`config.mk`:
```
export PLATFORM = sky130hd
export DESIGN_NAME = alu_sig_bist_ctrl
export DESIGN_NICKNAME = d
export VERILOG_FILES = /design/src/rtl/alu_sig_bist_ctrl.sv
export SDC_FILE = /design/constraint.sdc
export NUM_CORES = 1
export LEC_CHECK = 0
export ABC_AREA = 0
export ABC_CLOCK_PERIOD_IN_PS = 2900
export CORE_MARGIN = 4
export CORE_UTILIZATION = 26
export DETAILED_ROUTE_END_ITERATION = 6
export HOLD_SLACK_MARGIN = 0.1
export PLACE_DENSITY_LB_ADDON = 0.15
export SLEW_MARGIN = 40
export SYNTH_ARGS = -nofsm -noshare
export SYNTH_HDL_FRONTEND = slang
export SYNTH_SLANG_ARGS = --single-unit
```
`constraint.sdc`:
```
create_clock -name clk_i -period 2.9 [get_ports clk_i]
set_input_delay 0.58 -clock clk_i [delete_from_list [all_inputs] [get_ports clk_i]]
set_output_delay 0.58 -clock clk_i [all_outputs]
set_load 0.02 [all_outputs]
```
`src/rtl/alu_sig_bist_ctrl.sv`:
```
// Runtime LFSR/MISR signature BIST controller for an ALU datapath with an APB register bank.
// Optional build macro ALU_SIG_BIST_FAULT_INJECT_EN adds sim_fault_inject_i to flip result bit 0 while running.
module alu_sig_bist_ctrl #(
  parameter int                    DATA_WIDTH      = 32,
  parameter int                    NUM_OPS         = 4,
  parameter int                    PATTERNS_PER_OP = 16,
  parameter logic [DATA_WIDTH-1:0] LFSR_POLY       = 32'h8020_0003
) (
  input  logic                  clk_i,
  input  logic                  rst_i,
  input  logic                  core_sleep_i,
  output logic                  bist_active_o,
  output logic [DATA_WIDTH-1:0] bist_operand_a_o,
  output logic [DATA_WIDTH-1:0] bist_operand_b_o,
  output logic [3:0]            bist_op_sel_o,
  input  logic [DATA_WIDTH-1:0] dut_result_i,
`ifdef ALU_SIG_BIST_FAULT_INJECT_EN
  input  logic                  sim_fault_inject_i,
`endif
  input  logic [31:0]           paddr_i,
  input  logic                  psel_i,
  input  logic                  penable_i,
  input  logic                  pwrite_i,
  input  logic [31:0]           pwdata_i,
  output logic [31:0]           prdata_o,
  output logic                  pready_o,
  output logic                  error_irq_o
);

  localparam int         HALF     = DATA_WIDTH / 2;
  localparam logic [7:0] PAT_LAST = 8'(PATTERNS_PER_OP - 1);
  localparam logic [3:0] OP_LAST  = 4'(NUM_OPS - 1);

  typedef enum logic [1:0] {
    IDLE  = 2'd0,
    ARMED = 2'd1,
    RUN   = 2'd2,
    CHECK = 2'd3
  } state_t;

  state_t                state_q, state_d;
  logic                  en_q, en_d;
  logic                  auto_q, auto_d;
  logic [DATA_WIDTH-1:0] seed_q, seed_d;
  logic [DATA_WIDTH-1:0] golden_q, golden_d;
  logic [DATA_WIDTH-1:0] last_sig_q, last_sig_d;
  logic [DATA_WIDTH-1:0] lfsr_q, lfsr_d;
  logic [DATA_WIDTH-1:0] misr_q, misr_d;
  logic [7:0]            pat_cnt_q, pat_cnt_d;
  logic [3:0]            op_cnt_q, op_cnt_d;
  logic [7:0]            count_q, count_d;
  logic                  pass_q, pass_d;
  logic                  fail_q, fail_d;
  logic                  aborted_q, aborted_d;
  logic                  irq_q, irq_d;
  logic [31:0]           prdata_q, prdata_d;

  logic                  wr_s, wr_ctrl_s, start_s, en_off_s, irq_clr_s;
  logic                  load_s, absorb_s, abort_s, check_s, accept_s;
  logic                  last_s, match_s;
  logic [DATA_WIDTH-1:0] absorb_data_s, lfsr_next_s, misr_next_s;
  logic [31:0]           rdata_s, status_s;

  assign wr_s      = psel_i & penable_i & pwrite_i;
  assign wr_ctrl_s = wr_s & (paddr_i == 32'h0000_0000);
  assign start_s   = wr_ctrl_s & pwdata_i[1] & pwdata_i[0];
  assign en_off_s  = wr_ctrl_s & ~pwdata_i[0];
  assign irq_clr_s = wr_ctrl_s & pwdata_i[2];

`ifdef ALU_SIG_BIST_FAULT_INJECT_EN
  assign absorb_data_s = dut_result_i ^ {{(DATA_WIDTH-1){1'b0}}, sim_fault_inject_i};
`else
  assign absorb_data_s = dut_result_i;
`endif

  // LFSR and MISR share the same left-shifting Galois feedback.
  assign lfsr_next_s = {lfsr_q[DATA_WIDTH-2:0], 1'b0} ^ (lfsr_q[DATA_WIDTH-1] ? LFSR_POLY : {DATA_WIDTH{1'b0}});
  assign misr_next_s = {misr_q[DATA_WIDTH-2:0], 1'b0} ^ (misr_q[DATA_WIDTH-1] ? LFSR_POLY : {DATA_WIDTH{1'b0}})
                       ^ absorb_data_s;
  assign last_s      = (pat_cnt_q == PAT_LAST) && (op_cnt_q == OP_LAST);
  assign match_s     = (misr_q == golden_q);

  assign bist_active_o    = (state_q == RUN) & core_sleep_i;
  assign bist_operand_a_o = lfsr_q;
  assign bist_operand_b_o = {lfsr_q[DATA_WIDTH-HALF-1:0], lfsr_q[DATA_WIDTH-1:DATA_WIDTH-HALF]};
  assign bist_op_sel_o    = (state_q == RUN) ? op_cnt_q : 4'd0;
  assign prdata_o         = prdata_q;
  assign pready_o         = 1'b1;
  assign error_irq_o      = irq_q;

  // Session sequencing; clearing EN overrides every state.
  always_comb begin
    state_d  = state_q;
    load_s   = 1'b0;
    absorb_s = 1'b0;
    abort_s  = 1'b0;
    check_s  = 1'b0;
    accept_s = 1'b0;
    if (en_off_s) begin
      state_d = IDLE;
    end else begin
      case (state_q)
        IDLE: begin
          if (start_s) begin
            state_d  = ARMED;
            accept_s = 1'b1;
          end else begin
            state_d = IDLE;
          end
        end
        ARMED: begin
          if (core_sleep_i) begin
            state_d = RUN;
            load_s  = 1'b1;
          end else begin
            state_d = ARMED;
          end
        end
        RUN: begin
          if (!core_sleep_i) begin
            state_d = ARMED;
            abort_s = 1'b1;
          end else begin
            absorb_s = 1'b1;
            state_d  = last_s ? CHECK : RUN;
          end
        end
        CHECK: begin
          check_s = 1'b1;
          state_d = auto_q ? ARMED : IDLE;
        end
        default: state_d = IDLE;
      endcase
    end
  end

  // Register-bank, datapath and flag next-state.
  always_comb begin
    en_d       = en_q;
    auto_d     = auto_q;
    seed_d     = seed_q;
    golden_d   = golden_q;
    last_sig_d = last_sig_q;
    lfsr_d     = lfsr_q;
    misr_d     = misr_q;
    pat_cnt_d  = pat_cnt_q;
    op_cnt_d   = op_cnt_q;
    count_d    = count_q;
    pass_d     = pass_q;
    fail_d     = fail_q;
    aborted_d  = aborted_q;
    irq_d      = irq_q;
    if (wr_ctrl_s) begin
      en_d   = pwdata_i[0];
      auto_d = pwdata_i[3];
    end else begin
      en_d   = en_q;
    end
    if (wr_s && (paddr_i == 32'h0000_0008)) begin
      seed_d = pwdata_i[DATA_WIDTH-1:0];
    end else begin
      seed_d = seed_q;
    end
    if (wr_s && (paddr_i == 32'h0000_000C)) begin
      golden_d = pwdata_i[DATA_WIDTH-1:0];
    end else begin
      golden_d = golden_q;
    end
    if (load_s) begin
      lfsr_d    = (seed_q == {DATA_WIDTH{1'b0}}) ? {{(DATA_WIDTH-1){1'b0}}, 1'b1} : seed_q;
      misr_d    = {DATA_WIDTH{1'b1}};
      pat_cnt_d = 8'd0;
      op_cnt_d  = 4'd0;
    end else if (absorb_s) begin
      lfsr_d = lfsr_next_s;
      misr_d = misr_next_s;
      if (pat_cnt_q == PAT_LAST) begin
        pat_cnt_d = 8'd0;
        op_cnt_d  = op_cnt_q + 4'd1;
      end else begin
        pat_cnt_d = pat_cnt_q + 8'd1;
      end
    end else begin
      lfsr_d = lfsr_q;
    end
    if (accept_s) begin
      aborted_d = 1'b0;
    end else if (abort_s) begin
      aborted_d = 1'b1;
    end else begin
      aborted_d = aborted_q;
    end
    if (check_s) begin
      last_sig_d = misr_q;
      pass_d     = match_s;
      fail_d     = ~match_s;
      count_d    = (count_q == 8'hFF) ? count_q : count_q + 8'd1;
    end else begin
      count_d    = count_q;
    end
    // A failing check wins over a simultaneous IRQ_CLR.
    if (check_s && !match_s) begin
      irq_d = 1'b1;
    end else if (irq_clr_s) begin
      irq_d = 1'b0;
    end else begin
      irq_d = irq_q;
    end
  end

  assign status_s = {16'h0000, count_q, 4'h0, aborted_q, fail_q, pass_q, (state_q != IDLE)};

  // APB read mux; unmapped addresses return zero.
  always_comb begin
    rdata_s = 32'h0000_0000;
    case (paddr_i)
      32'h0000_0000: rdata_s = {28'h0000000, auto_q, 2'b00, en_q};
      32'h0000_0004: rdata_s = status_s;
      32'h0000_0008: rdata_s = 32'(seed_q);
      32'h0000_000C: rdata_s = 32'(golden_q);
      32'h0000_0010: rdata_s = 32'(last_sig_q);
      default:       rdata_s = 32'h0000_0000;
    endcase
    if (psel_i && !penable_i && !pwrite_i) begin
      prdata_d = rdata_s;
    end else begin
      prdata_d = prdata_q;
    end
  end

  // State and register update with synchronous reset.
  always_ff @(posedge clk_i) begin
    if (rst_i) begin
      state_q    <= IDLE;
      en_q       <= 1'b0;
      auto_q     <= 1'b0;
      seed_q     <= {{(DATA_WIDTH-1){1'b0}}, 1'b1};
      golden_q   <= {DATA_WIDTH{1'b0}};
      last_sig_q <= {DATA_WIDTH{1'b0}};
      lfsr_q     <= {DATA_WIDTH{1'b0}};
      misr_q     <= {DATA_WIDTH{1'b0}};
      pat_cnt_q  <= 8'd0;
      op_cnt_q   <= 4'd0;
      count_q    <= 8'd0;
      pass_q     <= 1'b0;
      fail_q     <= 1'b0;
      aborted_q  <= 1'b0;
      irq_q      <= 1'b0;
      prdata_q   <= 32'h0000_0000;
    end else begin
      state_q    <= state_d;
      en_q       <= en_d;
      auto_q     <= auto_d;
      seed_q     <= seed_d;
      golden_q   <= golden_d;
      last_sig_q <= last_sig_d;
      lfsr_q     <= lfsr_d;
      misr_q     <= misr_d;
      pat_cnt_q  <= pat_cnt_d;
      op_cnt_q   <= op_cnt_d;
      count_q    <= count_d;
      pass_q     <= pass_d;
      fail_q     <= fail_d;
      aborted_q  <= aborted_d;
      irq_q      <= irq_d;
      prdata_q   <= prdata_d;
    end
  end

endmodule

```
==> results of run 1 <==
## flip-flops by register name, indices dropped and copies added (netlist names)
name	count
bist_operand_a_o	32
golden_q	32
last_sig_q	32
misr_q	32
prdata_o	32
seed_q	32
count_q	8
pat_cnt_q	8
op_cnt_q	4
state_q	2
aborted_q	1
auto_q	1
en_q	1
error_irq_o	1
fail_q	1
pass_q	1
## routing by layer
metal | share of wire [%] | wire length, µm | up-vias | GRT usage, %
li1 | - | - | 4449 | -
met1 | 50 | 17500 | 4177 | 25.0
met2 | 43 | 15300 | 255 | 25.0
met3 | 5.7 | 2010 | 45 | 2.16
met4 | 1.5 | 517 | 0 | 3.16
met5 | 0 | 0 | - | 0
## path summary, 6_finish.rpt
path	start	endpoint	slack [ps]	cells past startpoint
worst max-delay path	state_q[0]	bist_op_sel_o[2]	330	4
worst min-delay path	last_sig_q[4]	last_sig_q[4]	450	2
worst max register to register	state_q[0]	bist_operand_a_o[26]	900	6
worst min register to register	last_sig_q[4]	last_sig_q[4]	450	2
## power by group through the flow
stage / registers (mW) / logic, mW / clock network [mW]
6_report: 3.02 / 0.287 / 3.10
5_1_grt: 3.02 / 0.307 / 3.31
4_1_cts: 3.02 / 0.292 / 3.17
3_5_place_dp: 3.09 / 0.291 / 0
3_3_place_gp: 3.09 / 0.291 / 0
2_1_floorplan: 3.09 / 0.0854 / 0
## worst reg2reg max path: cells and delay by family (launching register included)
family / cells / cell delay (ps)
simple gates: 4 / 1030
flops: 1 / 380
compound gates: 1 / 270
buf+inv: 1 / 230
## area by class of cell
type / instances / area (µm²) / area share (%)
tap: 511 / 639 / 4.77
clock buffer: 43 / 786 / 5.86
sequential: 220 / 4400 / 32.9
clock inverter: 4 / 20.0 / 0.149
timing repair buffer: 261 / 2690 / 20.1
inverter: 5 / 18.8 / 0.140
multi-input combinational: 854 / 4840 / 36.1
## metrics by stage
stage | hold slack (ps) | utilization (%)
after global routing | 468 | 35.6
after CTS | 455 | 35.6
after global placement | 441 | 33.4
after detailed placement | 446 | 33.5
after floorplan | 431 | -
final | 452 | 35.6
## logic make-up (layout without fill, tap and decap cells)
logic type | count (synthesis) | count (layout)
flip-flops | 220 | 220
buffers and inverters | 121 | 313
AND/OR/NAND/NOR | 505 | 505
AO/OA/AOI/OAI | 255 | 255
adder cells (fa/ha/maj) | 3 | 3
multiplexers | 11 | 11
other | 1 | 1
XOR/XNOR | 79 | 79
## placed cells by master (no fill, tap or decap), drive strengths merged, types with 4 or more instances in the layout
cell	n
clkinv	5
nor4	21
clkdlybuf4s50	202
mux2i	11
a22o	5
a21oi	111
nand4	17
xor2	38
buf	59
inv	4
a221oi	4
nand2	303
a311oi	27
a222oi	20
o21ai	36
nor2	102
dfxtp	220
nand3	14
and3	11
o22ai	38
xnor2	41
clkbuf	43
nor3	17
and2	8
==> metrics.md, run 1 <==
| Metric | Value |
|---|---|
| Final weighted congestion in routability-driven placement | between 0.8 and 0.9 |
| Required time of the critical path | 2320 ps |
| Post-Route Skew | approximately 9.3 ps |
| Xor/xnor share of the synthesized area | under 10% |
| Register bit count reported by yosys | 220 |
| Number of nets produced by synthesis | 1300 |
| P per Cell Area | roughly 480 nW/µm² |
| Worst Setup Slack, final | 332 ps |
| Dominant cell type by area after synthesis | sky130_fd_sc_hd__dfxtp_1 |
| Clock buffer depth | 3 |
| Cts repair resizes | 0 |
| Hold Fails Final Rpt | 0 |
| Ranking of synthesized cells by instance count | sky130_fd_sc_hd__nand2_1, sky130_fd_sc_hd__dfxtp_1, sky130_fd_sc_hd__a21oi_1, sky130_fd_sc_hd__nor2_1, sky130_fd_sc_hd__clkbuf_1 |
| Share of synthesized cell area in and, or, nand and nor gates | between 20 and 25% |
| Cells after DPL | around 1900 |
| Series of cell instances along the critical path | nor2b_1 > buf_4 > and2_1 > clkdlybuf4s50_1 |
| Yosys cell types | 56 |
| Synth async-reset ratio | 0% |
| Synthesized-area fraction occupied by adder cells | 0.379% |
| Iteration-0 DRC Markers | 649 |
| Cell area after layout | about 13000 µm² |
| Proportion of layout cells with a drive suffix above 1 | about 11% |
| Final routed wirelength across all metal layers | 35300 µm |
| Tcrit/Tclk final | about 89% |
| Portion of synthesized cell area occupied by the leading cell type | between 40 and 50% |
| Setup crit start kind | flop |
| Unrepaired setup endpoints after global routing | false |
| Switching portion of total power | 21.8% |
| Area of the die | slightly above 40000 µm² |
| Least-Margin Pin Slew | 761 ps |
| Worst setup path category | reg2out |
| Category of the worst setup path capture point | primary output |
| Area added between synthesis and finish | 35.3% |
| Number of buffers added to fix hold violations after cts | 0 |
| Hold WC Path Type | reg2reg |
| Outcome | finished clean |
| Total standard cell area after synthesis | 9910 µm² |
| DRT Pass-1 Iters | 6 |
| Post-placement worst setup slack | -53.3 ps |
| Largest cells by area after synthesis | sky130_fd_sc_hd__dfxtp_1, sky130_fd_sc_hd__nand2_1, sky130_fd_sc_hd__a21oi_1 |
| Starting Density | 26.3% |
| Tot GR Track Use | approximately 16% |
| Width of the die | between 200 and 250 µm |
| Ports | approximately 210 |
| Combinational family with the most area after synthesis | simple AND/OR/NAND/NOR gates |
| Mux share of post-synthesis cell area | around 1.1% |
| Die Span Y | roughly 200 µm |
| Critical Path Slowest Stage Cell | sky130_fd_sc_hd__clkdlybuf4s50_1 |
| Clock latency on the worst-skew pair | ~520 ps |
| Antenna Cells | 0 |
| Detail Route Antenna Nets | 0 |
| Post-Route Setup TNS | 0 ps |
| Clock-pin transition on the worst setup and hold timing paths | around 60 ps |
| Fraction of power consumed by sequential logic | 47.2% |
| Dominant cell by count in the synthesized netlist | sky130_fd_sc_hd__nand2_1 |
| Number of enable flip-flop cells after synthesis | 0 |
| Count of synthesis-stage warnings from yosys | 0 |
| H-Tree Depth | 1 |
| Total clock sinks | 220 |
| Prevailing post-synth register cell | sky130_fd_sc_hd__dfxtp_1 |
| Mapped Cells | 1195 |
| Final-report max-slew violation count | 0 |
| Worst VDD drop | ~0.36 mV |
| Via count of the first global-routing pass | 8728 |
| Final period demand of the worst path | about 2600 ps |
| Mean routed wirelength per cell | between 15 and 20 µm |
| Static power due to leakage | 4.54 nW |
| Pin count of the biggest net entering global routing | between 50 and 60 |
| Per-cell via count in the routed design | 4.70 |
| Placeable Area | 37700 µm² |
| Part of the power in combinational logic | approximately 4.5% |
| Highest net fanout along the worst path | 7 |
| Core Rows | 71 |
| Final standard cell count with taps included and fillers excluded | ~1900 |
| Clock power share | approximately half |
| Total number of vias | 8926 |
| Arrival time worst endpoint | between 1500 and 2000 ps |
| Num CTS Buffers | 26 |
| Slew Limit Headroom | 49.2% |
| Total power of the final layout | roughly 6.4 mW |
| # setup viols final | 0 |
| Hpwl dp | around 27000 µm |
| Switching Power | 1.40 mW |
| Combined buffer and inverter count along the critical path | 2 |
| Cell chosen for the clock root | sky130_fd_sc_hd__clkbuf_16 |
| Final Net Count | 1473 |
| Total congestion overflow after global routing | 0 |
| Cell internal power dissipation | around 5 mW |
| Seq/Total Area, Yosys | between 40% and 50% |
| Number of buffer cells added on primary ports | approximately 200 |
| First-pass GRT wire length | around 54000 µm |
| Fill cell total of the finished layout | between 3000 and 4000 |
| Top delay family on crit path | buffers and inverters |
| Synthesized area divided by synthesized cell count | 8.29 µm² |
| CTS tree | done |
| Number of antenna violations at the first check in global routing | 0 |
| Cell area after placement | 12600 µm² |
| Post-CTS Setup Bufs | 0 |
| CP max stage delay | 610 ps |
| DR DRC count | 0 |
| Number of maximum-capacitance constraint violations | 0 |
| Fraction of the mapped netlist area in compound gates | between 10% and 20% |
| Highest Clock Rate | 389 MHz |
Note: power is estimated with default switching activity, not from simulation.
==> inputs of run 2 (changes only) <==
--- a/config.mk
+++ b/config.mk
@@ -7,8 +7,7 @@
 export LEC_CHECK = 0
 export ABC_AREA = 0
 export ABC_CLOCK_PERIOD_IN_PS = 2900
-export CORE_MARGIN = 4
-export CORE_UTILIZATION = 26
+export CORE_UTILIZATION = 52
 export DETAILED_ROUTE_END_ITERATION = 6
 export HOLD_SLACK_MARGIN = 0.1
 export PLACE_DENSITY_LB_ADDON = 0.15
==> run 2 against run 1 <==
Effect of this change:
- core utilization increased by 34 points
- sequential cell count unchanged
- maximum frequency decreased by 2.7%
- highest routed layer unchanged
- final cell count decreased by 15%
- register-to-register slack got worse by 210 ps
- critical endpoint is now bist_op_sel_o[1]
- wire length decreased by 16%
- worst setup slack got worse by 70 ps
- critical path depth unchanged
- non-clock buffer count increased by 1
- clock-buffer cell count decreased by 7
- sequential power about the same
- clock skew increased by 5.2 ps
==> metrics.md, run 2 (synthesis results as in run 1) <==
| Metric | Value |
|---|---|
| Outcome | finished clean |
| Final Net Count | 1471 |
| Final routed wirelength across all metal layers | slightly below 30000 µm |
| Cts repair resizes | 0 |
| P per Cell Area | ~500 nW/µm² |
| Placeable Area | approximately 19000 µm² |
| Tightest hold margin | 392 ps |
| Number of maximum-capacitance constraint violations | 0 |
| Number of buffers added to fix hold violations after cts | 0 |
| Switching portion of total power | between 20% and 30% |
| Mean routed wirelength per cell | about 18 µm |
| Setup crit start kind | flop |
| Hpwl dp | between 20000 and 25000 µm |
| Final-report max-slew violation count | 0 |
| Core Rows | 50 |
| Fraction of power consumed by sequential logic | a little under half |
| Highest Clock Rate | 379 MHz |
| Clock power share | around 48% |
| Clock-pin transition on the worst setup and hold timing paths | around 60 ps |
| Worst setup path category | reg2out |
| Slew Limit Headroom | between 40 and 50% |
| Worst Setup Slack, final | 261 ps |
| # setup viols final | 0 |
| Unrepaired setup endpoints after global routing | false |
| Least-Margin Pin Slew | approximately 820 ps |
| FF+latch area | between 4000 and 5000 µm² |
| Category of the worst setup path capture point | primary output |
| Static power due to leakage | between 4 and 5 nW |
| Switching Power | between 1 and 1.5 mW |
| Final standard cell count with taps included and fillers excluded | 1617 |
| Cells after DPL | around 1600 |
| CTS tree | done |
| Clock latency on the worst-skew pair | 510 ps |
| First element of the critical path | state_q[0] |
| Tcrit/Tclk final | about nine tenths |
| Arrival time worst endpoint | a little over 2000 ps |
| Pin count of the biggest net entering global routing | between 90 and 100 |
| Cell area after layout | 13000 µm² |
| Part of the power in combinational logic | 4.4% |
| Final weighted congestion in routability-driven placement | ~0.92 |
| Startpoint of the worst hold path | rst_i |
| Hold WC Path Type | in2reg |
| Clock buffer depth | 3 |
| Highest net fanout along the worst path | 7 |
| Num CTS Buffers | 23 |
| H-Tree Depth | 1 |
| Reg2Reg Launch Point | state_q[0] |
| Starting Density | a little over half |
| Hold Fails Final Rpt | 0 |
| Commonest cells after routing, fill and taps aside | sky130_fd_sc_hd__nand2_1, sky130_fd_sc_hd__dfxtp_1, sky130_fd_sc_hd__clkdlybuf4s50_1 |
| DR DRC count | 0 |
| Post-Route Setup TNS | 0 ps |
| Area added between synthesis and finish | 31.0% |
| Die Span Y | 140 µm |
| Post-placement worst setup slack | -77.0 ps |
| Width of the die | approximately 140 µm |
| Fill cell total of the finished layout | approximately 1600 |
| First-pass GRT wire length | between 40000 and 50000 µm |
| Worst VDD drop | just under 0.5 mV |
| Cell area after placement | around 12000 µm² |
| Via count of the first global-routing pass | between 8000 and 9000 |
| Iteration-0 DRC Markers | ~1200 |
| Cell internal power dissipation | 5.02 mW |
| Final period demand of the worst path | ~2600 ps |
| Post-Route Skew | ~15 ps |
| Proportion of layout cells with a drive suffix above 1 | about 11% |
| Number of buffer cells added on primary ports | 203 |
| Area of the die | 19600 µm² |
| Required time of the critical path | about 2300 ps |
| DRT Pass-1 Iters | 7 |
| Cell chosen for the clock root | sky130_fd_sc_hd__clkbuf_16 |
| Per-cell via count in the routed design | 5.77 |
| Total congestion overflow after global routing | 0 |
| Ports | roughly 210 |
| Commonest non-fill, non-tap cell in the layout | sky130_fd_sc_hd__nand2_1 |
| Antenna Cells | 0 |
| Total number of vias | between 9000 and 10000 |
| Post-CTS Setup Bufs | 0 |
| Total clock sinks | between 200 and 250 |
| Area of the multi-input gates | 4830 µm² |
| Detail Route Antenna Nets | 0 |
| Tot GR Track Use | between 20% and 30% |
| Number of antenna violations at the first check in global routing | 0 |
-- run 2: cell count changes in the layout (fill, tap and decap cells not counted), sizes merged --
cell,previous run,this run
clkbuf,43,36
bufinv,0,2
clkinv,5,3
buf,59,60
clkinvlp,0,1
inv,4,5
-- run 2: layout make-up --
| type | count | area share, % |
|---|---|---|
| Inverter | 5 | 0.145 |
| Timing Repair Buffer | 262 | 20.4 |
| Clock buffer | 36 | 5.43 |
| Tap cell | 234 | 2.25 |
| Sequential cell | 220 | 33.9 |
| Multi-Input combinational cell | 854 | 37.2 |
| Clock inverter | 6 | 0.665 |
-- run 2: metrics by stage --
stage / total power [mW] / utilization, %
after floorplan: 3.17 / -
after global placement: 3.36 / 65.2
after detailed placement: 3.36 / 65.2
after CTS: 6.37 / 69.4
after global routing: 6.52 / 69.4
final: 6.34 / 69.4
-- run 2: metal layers --
layer | wire (µm) | vias to the layer above | GRT usage, %
met4 | 592 | 0 | 8.27
met3 | 2660 | 41 | 3.66
met5 | 0 | - | 0
met2 | 13300 | 422 | 45.9
met1 | 13000 | 4433 | 43.9
li1 | - | 4442 | -
-- run 2: power groups by stage --
| stage | registers (mW) | logic, mW | clock network (mW) |
|---|---|---|---|
| finish | 3.02 | 0.278 | 3.04 |
| global route | 3.02 | 0.293 | 3.21 |
| CTS | 3.02 | 0.276 | 3.07 |
| detailed placement | 3.09 | 0.274 | 0 |
| global placement | 3.09 | 0.274 | 0 |
| floorplan | 3.09 | 0.0854 | 0 |
-- run 2: path summary, 6_finish.rpt --
kind | to | slack, ps | cells after the start
worst max register to register | bist_operand_a_o[10] | 690 | 6
worst min-delay path | misr_q[1] | 390 | 2
worst min register to register | prdata_o[7] | 450 | 2
worst max-delay path | bist_op_sel_o[1] | 260 | 4
-- run 2: worst max-delay path, cell delays in order (launching register included) --
cell	delay, ps
sky130_fd_sc_hd__dfxtp_1	380
sky130_fd_sc_hd__nor2b_1	270
sky130_fd_sc_hd__buf_4	180
sky130_fd_sc_hd__and2_1	130
sky130_fd_sc_hd__clkdlybuf4s50_1	600
==> inputs of run 3 (changes only) <==
--- a/config.mk
+++ b/config.mk
@@ -7,8 +7,9 @@
 export LEC_CHECK = 0
 export ABC_AREA = 0
 export ABC_CLOCK_PERIOD_IN_PS = 2900
-export CORE_UTILIZATION = 52
+export CORE_UTILIZATION = 55
 export DETAILED_ROUTE_END_ITERATION = 6
+export DONT_BUFFER_PORTS = 1
 export HOLD_SLACK_MARGIN = 0.1
 export PLACE_DENSITY_LB_ADDON = 0.15
 export SLEW_MARGIN = 40
==> run 3 against run 2 <==
Effect of this change:
- the flow now finishes with violations (design-rule violations)
- register-to-register slack improved by 60 ps
- total power fell by 9.0%
- clock skew decreased by 2.9 ps
- non-clock buffer count is 233 lower
- maximum frequency is 15% higher
- critical endpoint is now bist_active_o
- largest cell class unchanged
==> metrics.md, run 3 (synthesis results as in run 1) <==
| Metric | Value |
|---|---|
| Outcome | finished, violations left |
| Violated checks | design-rule violations |
| Tcrit/Tclk final | ~80% |
| Via count of the first global-routing pass | 7508 |
| Category of the worst setup path capture point | primary output |
| CTS tree | done |
| Total number of vias | about 8200 |
| Static power due to leakage | about 3.5 nW |
| Total congestion overflow after global routing | 0 |
| Iteration-0 DRC Markers | 1001 |
| Internal reg-to-reg setup slack | 750 ps |
| Required time of the critical path | around 2300 ps |
| Total clock sinks | 220 |
| H-Tree Depth | 1 |
| Clock buffer depth | 3 |
| Placeable Area | ~17000 µm² |
| Number of buffer cells added on primary ports | 0 |
| Arrival time worst endpoint | 1710 ps |
| Setup crit start kind | flop |
| Hold Fails Final Rpt | 0 |
| Total length of routed met3 wires | around 2800 µm |
| Part of the power in combinational logic | 1.0% |
| Unrepaired setup endpoints after global routing | false |
| Final-report max-slew violation count | 0 |
| Per-cell via count in the routed design | roughly 6.0 |
| Area added between synthesis and finish | 5.89% |
| Clock-pin transition on the worst setup and hold timing paths | 60 ps |
| Commonest non-fill, non-tap cell in the layout | sky130_fd_sc_hd__nand2_1 |
| Num CTS Buffers | 23 |
| Hold WC Path Type | in2reg |
| Width of the die | ~140 µm |
| Destination of the worst register-to-register timing path | misr_q[22] |
| Length of routed wiring on met1 | approximately 12000 µm |
| Final Net Count | around 1200 |
| Pin count of the biggest net entering global routing | between 150 and 200 |
| Max layer used | met4 |
| Die Span Y | around 140 µm |
| Number of maximum-capacitance constraint violations | 0 |
| Core Rows | between 40 and 50 |
| Switching Power | between 1 and 1.5 mW |
| Post-Route Skew | around 12 ps |
| Switching portion of total power | 20.3% |
| Worst hold path depth | 1 |
| Cell chosen for the clock root | sky130_fd_sc_hd__clkbuf_16 |
| Tightest hold margin | 162 ps |
| Highest net fanout along the worst path | 8 |
| Highest Clock Rate | between 400 and 500 MHz |
| Antenna Cells | 0 |
| Hold endpoint | bist_operand_a_o[4] |
| Final routed wirelength across all metal layers | between 20000 and 30000 µm |
| Area of the die | roughly 19000 µm² |
| First-pass GRT wire length | approximately 42000 µm |
| Commonest cells after routing, fill and taps aside | sky130_fd_sc_hd__nand2_1, sky130_fd_sc_hd__dfxtp_1, sky130_fd_sc_hd__a21oi_1 |
| Tot GR Track Use | 29.6% |
| Hpwl dp | slightly below 20000 µm |
| Slew Limit Headroom | 49.7% |
| Cell internal power dissipation | roughly 4.6 mW |
| Final period demand of the worst path | between 2000 and 2500 ps |
| Cell area after layout | between 10000 and 15000 µm² |
| Cell area after placement | just under 10000 µm² |
| Reg2Reg Launch Point | state_q[0] |
| DR DRC count | 1 |
| DR WL met2 | 11800 µm |
| Number of buffers added to fix hold violations after cts | 0 |
| P per Cell Area | 550 nW/µm² |
| Proportion of layout cells with a drive suffix above 1 | between 10% and 20% |
| Ports | slightly above 200 |
| # setup viols final | 0 |
| Worst VDD drop | about 0.48 mV |
| Cts repair resizes | 0 |
| Post-CTS Setup Bufs | 0 |
| Detail Route Antenna Nets | 0 |
| Mean routed wirelength per cell | about 20 µm |
| Worst reg2reg path depth | 7 |
| Clock power share | a little under half |
| Clock latency on the worst-skew pair | slightly above 500 ps |
| Worst setup path category | reg2out |
| Post-Route Setup TNS | 0 ps |
| Startpoint of the worst hold path | rst_i |
| Final weighted congestion in routability-driven placement | approximately 0.9 |
| Fraction of power consumed by sequential logic | 52.4% |
| DRT Pass-1 Iters | 7 |
| Least-Margin Pin Slew | 753 ps |
| Number of antenna violations at the first check in global routing | 0 |
| Starting Density | roughly 57% |
run 3: worst max-delay path by stage:
| stage | slack (ps) | to | startpoint |
|---|---|---|---|
| 6_report | 610 | bist_active_o | state_q[0] |
| 4_1_cts | 600 | bist_active_o | state_q[0] |
| 3_5_place_dp | 240 | bist_operand_a_o[4] | paddr_i[27] |
| 5_1_grt | 490 | bist_active_o | state_q[0] |
| 2_1_floorplan | 510 | count_q[1] | paddr_i[27] |
| 3_3_place_gp | 270 | misr_q[3] | paddr_i[9] |
run 3: layout make-up:
cell class              instances  area (µm²)
repair buffers                 29         280
well taps                     225         282
flip-flops and latches        220        4400
clock inverters                 1        5.00
multi-input cells             854        4840
clock buffers                  36         664
fillers                      1588        6980
inverters                       5        18.8
run 3: metrics by stage:
stage               util (%)  cells  power (mW)  setup slack, ps
finish                  60.1   1370        5.77              614
global route            60.1   1370        5.93              491
CTS                     60.1   1370        5.80              602
detailed placement      56.2   1333        3.14              241
global placement        56.2   1333        3.14              273
floorplan                  -   1195        3.17              514
run 3: per-layer routing:
metal | up-vias | track usage, %
met4 | 0 | 7.84
met2 | 373 | 42.9
met5 | - | 0
met1 | 3858 | 43.7
li1 | 3965 | -
met3 | 43 | 6.52
run 3: power groups by stage:
stage / clock [mW] / combinational (mW) / sequential [mW]
4_1_cts: 2.72 / 0.0557 / 3.02
6_report: 2.69 / 0.0551 / 3.02
3_5_place_dp: 0 / 0.0554 / 3.09
2_1_floorplan: 0 / 0.0854 / 3.09
5_1_grt: 2.85 / 0.0609 / 3.02
3_3_place_gp: 0 / 0.0544 / 3.09
run 3: critical path: stages, from the launching register on:
cell                       delay, ps
sky130_fd_sc_hd__dfxtp_1         480
sky130_fd_sc_hd__nor2b_1         100
sky130_fd_sc_hd__nand2_1         190
sky130_fd_sc_hd__clkinv_1        440
